--- src/rtl/crg_seq.sv ---
// Clock-enable divider and staged reset sequencer with reset-cause latch.
// Optional watchdog is compiled in with CRG_WDT_EN.
`timescale 1ns/1ps
module crg_seq #(
  parameter int NUM_RST     = 4,
  parameter int HOLD_CYCLES = 16,
  parameter int STAGE_GAP   = 8,
  parameter int DIV         = 4,
  parameter int DEBOUNCE    = 4,
  parameter int WDT_CYCLES  = 1024
) (
  input  logic               clk,
  input  logic               rst,
  input  logic               ext_rst_n,
  input  logic               sw_rst_req,
`ifdef CRG_WDT_EN
  input  logic               wdt_kick,
`endif
  output logic [NUM_RST-1:0] rst_n,
  output logic               clk_en,
  output logic               ready,
  output logic [1:0]         rst_cause
);

  localparam int HW = $clog2(HOLD_CYCLES + 1);
  localparam int GW = $clog2(STAGE_GAP + 1);
  localparam int VW = $clog2(DIV + 1);
  localparam int BW = $clog2(DEBOUNCE + 1);

  localparam logic [1:0] HOLD    = 2'd0;
  localparam logic [1:0] RELEASE = 2'd1;
  localparam logic [1:0] RUN     = 2'd2;

  logic [1:0]         state_reg;
  logic [HW-1:0]      hold_cnt_reg;
  logic [GW-1:0]      gap_cnt_reg;
  logic [NUM_RST-1:0] rst_n_reg;
  logic               ready_reg;
  logic [1:0]         cause_reg;
  logic [VW-1:0]      div_cnt_reg;
  logic               clk_en_reg;
  logic               sync1_reg;
  logic               sync2_reg;
  logic [BW-1:0]      deb_cnt_reg;
  logic               req_ext;
  logic               req_wdt;
  logic               any_src;
  logic [NUM_RST:0]   rst_n_ext;
  logic [NUM_RST-1:0] rst_n_shift;

  // Free-running divider; only the power-on reset touches it.
  always_ff @(posedge clk) begin
    if (rst) begin
      div_cnt_reg <= '0;
      clk_en_reg  <= 1'b0;
    end else begin
      clk_en_reg  <= (div_cnt_reg == VW'(DIV - 1));
      div_cnt_reg <= (div_cnt_reg == VW'(DIV - 1)) ? '0 : div_cnt_reg + 1'b1;
    end
  end

  // Synchroniser idles high (button released) so reset does not look like a press.
  always_ff @(posedge clk) begin
    if (rst) begin
      sync1_reg   <= 1'b1;
      sync2_reg   <= 1'b1;
      deb_cnt_reg <= '0;
    end else begin
      sync1_reg <= ext_rst_n;
      sync2_reg <= sync1_reg;
      if (sync2_reg)
        deb_cnt_reg <= '0;
      else if (deb_cnt_reg != BW'(DEBOUNCE))
        deb_cnt_reg <= deb_cnt_reg + 1'b1;
    end
  end

  // Request asserts on the sample that brings the low run up to DEBOUNCE.
  assign req_ext = !sync2_reg && (({1'b0, deb_cnt_reg} + 1'b1) >= (BW + 1)'(DEBOUNCE));

`ifdef CRG_WDT_EN
  localparam int WW = $clog2(WDT_CYCLES);
  logic [WW-1:0] wdt_cnt_reg;

  assign req_wdt = (state_reg == RUN) && (wdt_cnt_reg == WW'(WDT_CYCLES - 1)) && !wdt_kick;

  always_ff @(posedge clk) begin
    if (rst || state_reg != RUN || wdt_kick || any_src)
      wdt_cnt_reg <= '0;
    else
      wdt_cnt_reg <= wdt_cnt_reg + 1'b1;
  end
`else
  // No watchdog: the timeout source can never fire.
  assign req_wdt = (WDT_CYCLES < 0);
`endif

  assign any_src     = req_ext | sw_rst_req | req_wdt;
  assign rst_n_ext   = {rst_n_reg, 1'b1};
  assign rst_n_shift = rst_n_ext[NUM_RST-1:0];

  always_ff @(posedge clk) begin
    if (rst) begin
      state_reg    <= HOLD;
      hold_cnt_reg <= '0;
      gap_cnt_reg  <= '0;
      rst_n_reg    <= '0;
      ready_reg    <= 1'b0;
      cause_reg    <= 2'b00;
    end else if (any_src) begin
      state_reg    <= HOLD;
      hold_cnt_reg <= '0;
      gap_cnt_reg  <= '0;
      rst_n_reg    <= '0;
      ready_reg    <= 1'b0;
      cause_reg    <= req_ext ? 2'b01 : (sw_rst_req ? 2'b10 : 2'b11);
    end else begin
      ready_reg <= (state_reg == RUN);
      case (state_reg)
        HOLD: begin
          if (hold_cnt_reg == HW'(HOLD_CYCLES - 1)) begin
            hold_cnt_reg <= '0;
            gap_cnt_reg  <= '0;
            rst_n_reg    <= NUM_RST'(1);
            state_reg    <= (NUM_RST == 1) ? RUN : RELEASE;
          end else begin
            hold_cnt_reg <= hold_cnt_reg + 1'b1;
          end
        end
        RELEASE: begin
          // Shifting a one in from the bottom releases bits strictly in order.
          if (gap_cnt_reg == GW'(STAGE_GAP - 1)) begin
            gap_cnt_reg <= '0;
            rst_n_reg   <= rst_n_shift;
            if (&rst_n_shift)
              state_reg <= RUN;
          end else begin
            gap_cnt_reg <= gap_cnt_reg + 1'b1;
          end
        end
        RUN: rst_n_reg <= '1;
        default: state_reg <= HOLD;
      endcase
    end
  end

  assign rst_n     = rst_n_reg;
  assign ready     = ready_reg;
  assign clk_en    = clk_en_reg;
  assign rst_cause = cause_reg;

endmodule
--- config.mk ---
export PLATFORM = sky130hd
export DESIGN_NAME = crg_seq
export DESIGN_NICKNAME = d
export VERILOG_FILES = /design/src/rtl/crg_seq.sv
export SDC_FILE = /design/constraint.sdc
export NUM_CORES = 1
export LEC_CHECK = 0
export BUFFER_PORTS_ARGS = -buffer_cell sky130_fd_sc_hd__buf_2
export CAP_MARGIN = 30
export CORE_ASPECT_RATIO = 1.2
export CORE_MARGIN = 10
export CORE_UTILIZATION = 30
export CTS_CLUSTER_SIZE = 24
export DETAILED_ROUTE_END_ITERATION = 8
export PLACE_DENSITY = 0.47
export SLEW_MARGIN = 20
export SYNTH_ARGS = -nofsm -noshare
export SYNTH_HDL_FRONTEND = slang
export SYNTH_SLANG_ARGS = --single-unit
--- constraint.sdc ---
create_clock -name clk -period 1.4 [get_ports clk]
set_input_delay 0.07 -clock clk [delete_from_list [all_inputs] [get_ports clk]]
set_output_delay 0.07 -clock clk [all_outputs]
set_load 0.005 [all_outputs]
# Word level (Yosys, flattened, before mapping)
# Index checks and enable logic that the tools add are counted.
dict set report op_classes {
  order_cmp 1
  mux 13
  eq_ne 9
  mul 0
  div 0
  bitwise_logic 2
  shift 0
  n_addsub 5
  n_reduce_logical 12
}
# operator n
set op_table {}
lappend op_table {{$mux 4} 4}
lappend op_table {{$pmux 4 s3} 1}
lappend op_table {{$mux 2} 4}
lappend op_table {{$pmux 4 s2} 1}
lappend op_table {{$add 3x1->3 const B} 2}
lappend op_table {{$ne 2x2->1 const B} 3}
lappend op_table {{$pmux 2 s3} 1}
lappend op_table {{$reduce_and 3->1} 2}
lappend op_table {{$reduce_or 2->1} 3}
lappend op_table {{$add 5x1->5 const B} 1}
lappend op_table {{$eq 5x4->1 const B} 1}
lappend op_table {{$mux 5} 1}
lappend op_table {{$add 3x1->4 const B} 1}
lappend op_table {{$add 4x1->4 const B} 1}
lappend op_table {{$eq 4x3->1 const B} 1}
lappend op_table {{$ge 4x3->1 const B} 1}
lappend op_table {{$reduce_and 4->1} 1}
lappend op_table {{$eq 3x2->1 const B} 1}
lappend op_table {{$ne 3x3->1 const B} 1}
lappend op_table {{$reduce_bool 3->1} 1}
lappend op_table {{$eq 2x1->1 const B} 1}
lappend op_table {{$eq 2x2->1 const B} 1}
lappend op_table {{$logic_not 2->1} 1}
lappend op_table {{$reduce_and 2->1} 1}
lappend op_table {{6 further kinds} 6}
dict set report totals {
  register_bits 27
  wordCells 53
  inputBits 4
  rom_bits 0
  out_inout_bits 8
  latch_bits 0
  memories 0
  ram_bits 0
}

# Depth between registers and ports, before layout
# Gate-level depths: netlist (run 1).
dict set report logic_depth {
  ltp_word 5
  ltp_mapped 7
  ltp_nobuf 6
}

# Worst setup path after synthesis (run 1)
# Ideal clock, no wire load.
dict set report synth_timing {
  path_type {flip-flop to flip-flop}
  from {register deb_cnt_reg[0]}
  to {register hold_cnt_reg[3]}
  t_arrival_ns 1.371
  n_path_buf 2
  setup_slack_ns -0.088
  required_time_ns 1.283
  stages_incl_launch_ff 8
  period_less_slack_ns 1.488
  path_cell_list {dfxtp_1 > ha_1 > and2_2 > a211oi_2 > or3_1 > buf_2 > buf_6 > nor2_1}
}
dict set report synth_between {
  elab_chain_len 5
}
# element line
set synth_rtl {}
lappend synth_rtl {{start, declared} 44} ;# logic [BW-1:0] deb_cnt_reg;
lappend synth_rtl {{start signal, assigned} 74} ;# deb_cnt_reg <= deb_cnt_reg + 1'b1;
lappend synth_rtl {{$add 3x1->4} 79} ;# assign req_ext = !sync2_reg && (({1'b0, deb_cnt_reg} + 1'b1) >= (BW + 1)'(DEBOUNCE));
lappend synth_rtl {{$ge 4x3->1} 79}
lappend synth_rtl {{$logic_and 1x1->1} 79}
lappend synth_rtl {{$or 1x1->1} 98} ;# assign any_src = req_ext | sw_rst_req | req_wdt;
lappend synth_rtl {{$reduce_or 2->1 (no line)} --}
lappend synth_rtl {{end signal, assigned} 127} ;# hold_cnt_reg <= hold_cnt_reg + 1'b1;
lappend synth_rtl {{end, declared} 35} ;# logic [HW-1:0] hold_cnt_reg;
# No other way between the ends.
# A chain may end at the register's enable or synchronous reset.

# Worst setup path after layout (run 1)
dict set report layout_timing {
  from {register deb_cnt_reg[1]}
  to {register state_reg[1]}
}
dict set report layout_between {
  elab_chain_len 5
}
# element line
set layout_rtl {}
lappend layout_rtl {{$add 3x1->4} 79}
lappend layout_rtl {{$ge 4x3->1} 79}
lappend layout_rtl {{$logic_and 1x1->1} 79}
lappend layout_rtl {{$or 1x1->1} 98}
lappend layout_rtl {{$reduce_or 2->1 (no line)} --}
lappend layout_rtl {{end signal, assigned} 125} ;# state_reg <= (NUM_RST == 1) ? RUN : RELEASE;
lappend layout_rtl {{end, declared} 34} ;# logic [1:0] state_reg;
# No other way between the ends.

==> results of run 1 <==
-- through the flow --
step,std cells,setup TNS (ns)
2_1_floorplan,138,-0.187
3_3_place_gp,221,-0.122
3_5_place_dp,221,-0.230
4_1_cts,228,-0.0752
5_1_grt,229,-1.36
6_report,229,-0.494
-- cells in the mapped netlist, types with 2 or more instances --
master	instances
or2_2	2
buf_2	2
mux2i_1	2
o21ai_0	5
ha_1	11
nor3_1	6
nand3b_1	4
nand3_1	6
a32oi_1	2
nand2_1	14
nand2b_1	3
clkbuf_1	2
inv_1	9
nor2_1	14
a21oi_2	2
nand4b_1	2
a21oi_1	8
dfxtp_1	27
-- repair_timing --
| item | CTS | global route |
|---|---|---|
| pin swaps | 3 | 3 |
| setup buffers | 2 | 0 |
| hold buffers | 1 | 0 |
| resized for setup | 13 | 28 |
| setup endpoints to repair | 16 | 16 |
| endpoints found under the hold margin | 1 | 0 |
| gates cloned | 0 | 1 |
-- worst max-delay path by stage --
| stage | from | endpoint | slack (ns) | cells past startpoint |
|---|---|---|---|---|
| 2_1_floorplan | deb_cnt_reg[0] | gap_cnt_reg[0] | -0.03 | 7 |
| 4_1_cts | deb_cnt_reg[1] | gap_cnt_reg[2] | -0.02 | 6 |
| 5_1_grt | gap_cnt_reg[1] | rst_n[1] | -0.15 | 5 |
| 3_5_place_dp | hold_cnt_reg[0] | rst_n[2] | -0.05 | 5 |
| 6_report | deb_cnt_reg[1] | state_reg[1] | -0.06 | 6 |
| 3_3_place_gp | deb_cnt_reg[1] | gap_cnt_reg[2] | -0.03 | 6 |
-- layer usage --
metal	routed length, microns	up-vias
li1	-	547
met1	1220	492
met2	1420	20
met3	78	5
met4	48	0
met5	0	-
-- cell type report --
type,instances,area [sq um]
fill,422,2200
multi-input combinational,97,818
sequential,27,548
timing repair buffer,38,290
tap,54,67.6
clock buffer,4,45.0
inverter,9,33.8
-- cells by family (layout without fill, tap and decap cells) --
kind of cell | Yosys count | in the layout
AND/OR/NAND/NOR | 58 | 58
flip-flops | 27 | 27
AO/OA/AOI/OAI | 23 | 23
buffers and inverters | 14 | 51
adder cells (fa/ha/maj) | 11 | 11
multiplexers | 3 | 3
XOR/XNOR | 2 | 2
-- report_power, final --
group | switching, mW | total, mW | leakage [nW] | internal (mW)
Clock | 0.237 | 0.441 | 0.0228 | 0.204
Sequential | 0.0102 | 0.798 | 0.222 | 0.788
Combinational | 0.0427 | 0.0885 | 0.503 | 0.0457
-- critical path: stages, from the launching register on --
cell	delay, ns
dfxtp_2	0.36
ha_4	0.14
and2_4	0.13
a211oi_2	0.07
or3_4	0.41
clkbuf_16	0.19
a21oi_2	0.10
==> results_dict.tcl, run 1 <==
set metrics [dict create \
    synth_top_area_share_pct 42.6 \
    period_share_pct 104 \
    post_synth_and_or_nand_nor_area_fraction_pct 24.5 \
    ys_warn_count 0 \
    fin_crit_ns 1.46 \
    holdWs_ns 0.0756 \
    p_per_area_nw_per_um2 736 \
    cts_htree_levels 1 \
    dr_total_vias 1064 \
    synth-xor-area-share_pct 1.38 \
    finalPower_mw 1.33 \
    fmax_ghz 0.685 \
    p_leak_nw 0.748 \
    rows 25 \
    worst_slack_ns -0.0595 \
    largest_register_ffs 5 \
    startpoint_type "flop" \
    peakVddDrop_mv 0.463 \
    wl_per_cell_microns 12.1 \
    layout_common_cells "buf_4 (24), dfxtp_1 (21), nand2_1 (14)" \
    port_buffers 11 \
    crit_type "reg2reg" \
    hold_viol_final 0 \
    clk-insertion-delay-late_ns 0.27 \
    nNetsFinal 191 \
    gr-total-overflow 0 \
    ctsRootBufferMaster "clkbuf_8" \
    drv_slew 0 \
    antenna_cells_inserted 0 \
    fin_skew_ns 0.00195 \
    path_max_fanout 8 \
    reg2reg_depth 6 \
    drt-initial-drc-count 56 \
    drv_cap 0 \
    outcome "finished with violations" \
    grt_max_degree 17 \
    reg2reg_to "state_reg[1]" \
    hold_start "sw_rst_req" \
    antenna_left 0 \
    start_util_pct 31.7 \
    fp.dieW_microns 79.4 \
    violations "setup timing" \
    holdPathStages 3 \
    syn_area_sq_um 1270 \
    grt_use_met1_pct 8.25 \
    final_common_cell "buf_4" \
    cts_inserted_buffers 3 \
    max_slew_margin_pct 79.4 \
    grt.busiest_layer "met2" \
    hp-class "in2reg" \
    wl_microns 2780 \
    synth_top_family_by_area "simple AND/OR/NAND/NOR gates" \
    cts_sinks 27 \
    drive_gt1_share_pct 45.1 \
    use_met2_pct 13.7 \
    synth_compound_area_share_pct 13.3 \
    final_util_pct 45.0 \
    path_clk_slew_ns 0.09 \
    synth_cell_types 35 \
    placed_area_sq_um 1550 \
    synth-seq-area-share_pct 42.6 \
    muxShareOfSynthArea_pct 2.46 \
    die_height_microns 91.3 \
    synthToLayoutAreaGrowth_pct 42.0 \
    synth-async-reset-ratio_pct 0 \
    arrival_ns 1.67 \
    setup_viol 15 \
    yosys_register_bits 27 \
    r2r_start "deb_cnt_reg[1]" \
    synth_flop_cell "dfxtp_1" \
    yosysTopAreaCell "dfxtp_1" \
    holdPathEnd "rst_cause[1]" \
    dr.pass1.iters 4 \
    clk_path_buf_depth 2 \
    hpwl_microns 1900 \
    synth_area_leaders "dfxtp_1 (43%), ha_1 (11%), nand2_1 (4.1%), nor2_1 (4.1%), a21oi_1 (3.2%)" \
    vias_per_cell 4.65 \
    rsz0062_at_grt "true" \
    ioPinCount 12 \
    grtUsageMet3_pct 1.87 \
    grt_first_pass_wirelength_microns 4680 \
    required_ns 1.61 \
    synthesis.nets 153 \
    syn_inst 138 \
    coreArea_sq_um 4000 \
    synth_edf_count 0 \
    dieArea_sq_um 7250 \
    grt_pass1_vias 1097 \
    track_usage_pct 7.65 \
    place.gp.congestion 0.752 \
    antenna_found_initial 0 \
    stdcell_area_sq_um 1800 \
    syn_area_per_cell_sq_um 9.20 \
    crit_path_end_kind "flop" \
    place_ws_ns -0.0467 \
    r2r_setup_slack_ns -0.06 \
    synth_fa_ha_area_share_pct 10.8 \
    drcViolationCount 0 \
    worstMarginPinSlew_ns 0.301 \
    cts_tree "yes" \
]
No activity file was read; power rests on OpenSTA's default activity.
==> run 2, diff against run 1 <==
--- a/config.mk
+++ b/config.mk
@@ -7,12 +7,12 @@
 export LEC_CHECK = 0
 export BUFFER_PORTS_ARGS = -buffer_cell sky130_fd_sc_hd__buf_2
 export CAP_MARGIN = 30
-export CORE_ASPECT_RATIO = 1.2
+export CORE_ASPECT_RATIO = 0.75
 export CORE_MARGIN = 10
-export CORE_UTILIZATION = 30
+export CORE_UTILIZATION = 51
 export CTS_CLUSTER_SIZE = 24
 export DETAILED_ROUTE_END_ITERATION = 8
-export PLACE_DENSITY = 0.47
+export PLACE_DENSITY = 0.72
 export SLEW_MARGIN = 20
 export SYNTH_ARGS = -nofsm -noshare
 export SYNTH_HDL_FRONTEND = slang
==> run 2 against run 1 <==
The run still ends with setup timing left. Count of clock-buffer cells in the layout shrank 1. Sequential power barely moved. Global-route usage up 3.7 points. Final area shrank 4.3%. Combinational power rose by 0.8%. Final cell count down 8.3%. Die area is 32% lower. Clock power decreased by 25%. Utilization up 29 points. Hold slack worse by 0.049 ns. Total power down 8.2%.
==> results_dict.tcl, run 2 (synthesis results as in run 1) <==
set metrics [dict create \
    p_per_area_nw_per_um2 706 \
    cp_top_family "simple AND/OR/NAND/NOR gates" \
    holdPathStages 2 \
    dr.pass1.iters 4 \
    antenna_left 0 \
    drt-initial-drc-count 76 \
    regArea_sq_um 548 \
    p_sw_mw 0.277 \
    crit_type "reg2reg" \
    startpoint_type "flop" \
    crit_path_end_kind "flop" \
    setup_viol 10 \
    max_stage_delay_ns 0.40 \
    seqPwrFrac_pct 65.6 \
    multi_input_area_sq_um 787 \
    fmax_ghz 0.676 \
    antenna_found_initial 0 \
    power.internal_mw 0.941 \
    wl_microns 2730 \
    layout_common_cells "buf_4 (24), dfxtp_1 (21), nand2_1 (14)" \
    placed_area_sq_um 1500 \
    setup_tns_ns -0.330 \
    cts_tree "yes" \
    worst_slack_ns -0.0787 \
    finalPower_mw 1.22 \
    grt_pass1_vias 1051 \
    fin_crit_ns 1.48 \
    stdcell_area_sq_um 1730 \
    largest_register_ffs 5 \
    peakVddDrop_mv 0.549 \
    drv_slew 0 \
    die_height_microns 63.2 \
    nNetsFinal 192 \
    fp.dieW_microns 77.6 \
    cts_sinks 27 \
    start_util_pct 54.1 \
    track_usage_pct 11.4 \
    drv_cap 0 \
    hp-class "in2reg" \
    rows 15 \
    coreArea_sq_um 2350 \
    worstMarginPinSlew_ns 0.446 \
    rsz0062_at_grt "true" \
    grt_first_pass_wirelength_microns 4620 \
    antenna_cells_inserted 0 \
    synthToLayoutAreaGrowth_pct 35.9 \
    vias_per_cell 5.09 \
    max_slew_margin_pct 69.5 \
    arrival_ns 1.75 \
    path_depth 6 \
    wl_per_cell_microns 13.0 \
    hold_viol_final 0 \
    outcome "finished with violations" \
    dr_total_vias 1069 \
    clk-insertion-delay-late_ns 0.33 \
    ioPinCount 12 \
    port_buffers 11 \
    cts_inserted_buffers 3 \
    cts_htree_levels 1 \
    cp_num_buf_inv 1 \
    p_comb_share_pct 7.3 \
    final_common_cell "buf_4" \
    crit_path_cell_trace "ha_4, and2_4, a211oi_2, or3_4, buf_6, a31oi_1" \
    path_max_fanout 8 \
    dieArea_sq_um 4910 \
    required_ns 1.67 \
    clkPwrFrac_pct 27.1 \
    place.gp.congestion 0.798 \
    reg2reg_depth 6 \
    hpwl_microns 1860 \
    p_leak_nw 0.735 \
    path_clk_slew_ns 0.14 \
    crit_path_top_delay_cell "or3_4" \
    drcViolationCount 0 \
    clk_path_buf_depth 2 \
    switching_share_pct 22.8 \
    grt_max_degree 16 \
    fill_cells 172 \
    period_share_pct 106 \
    gr-total-overflow 0 \
    ctsRootBufferMaster "clkbuf_4" \
    fin_skew_ns 0.00919 \
    violations "setup timing" \
    drive_gt1_share_pct 42.0 \
]
==> run 2: cell types whose count changed in the layout (fill, tap and decap cells not counted), moves of 2 or more <==
cell	previous run	this run
a21oi_2	7	4
o21ai_1	3	1
clkbuf_4	0	3
o21ai_0	2	4
a21oi_1	3	6
clkbuf_8	3	0
a32oi_2	2	0
a32oi_1	0	2
==> run 2: worst paths after layout <==
path	startpoint	end	slack (ns)
worst max-delay path	deb_cnt_reg[1]	gap_cnt_reg[2]	-0.08
worst max register to register	deb_cnt_reg[1]	gap_cnt_reg[2]	-0.08
worst min register to register	sync1_reg	sync2_reg	0.42
worst min-delay path	rst	div_cnt_reg[2]	0.03
==> run 2: area by class of cell <==
type	count	share of cell area (%)
Tap cell	34	2.47
Inverter	9	1.96
Timing Repair Buffer	39	16.6
Clock inverter	1	0.290
Clock buffer	3	1.31
Multi-Input combinational cell	97	45.6
Sequential cell	27	31.8
==> run 2: what timing repair did <==
action | in CTS | in global routing
hold buffers | 2 | 0
cloned | 1 | 0
pin swaps | 3 | 7
buffers inserted | 3 | 3
endpoints found under the hold margin | 2 | 0
gates resized for setup | 13 | 23
endpoints found under the setup margin | 16 | 16
==> run 2: power groups by stage <==
stage                     Clock (mW)  Combinational, mW  Sequential, mW
final                          0.331             0.0892           0.799
after global routing           0.379             0.0995           0.802
after CTS                      0.346             0.0772           0.800
after detailed placement           0             0.0627           0.815
after global placement             0             0.0596           0.813
after floorplan                    0             0.0441           0.814
==> run 2: routing by layer <==
metal / routed length, microns / vias up / GRT usage (%)
li1: - / 553 / -
met1: 1310 / 489 / 13.8
met2: 1250 / 22 / 18.1
met3: 136 / 5 / 4.25
met4: 31 / 0 / 3.41
met5: 0 / - / 0
==> run 2: through the flow <==
stage                     instances  worst slack [ns]  hold slack, ns  utilization [%]
after floorplan                 138           -0.0311           0.160                -
after global placement          197          -0.00789           0.255             63.8
after detailed placement        197           -0.0713           0.258             63.8
after CTS                       207           -0.0424          0.0266             68.7
after global routing            210            -0.139          0.0316             73.5
final                           210           -0.0787          0.0269             73.5
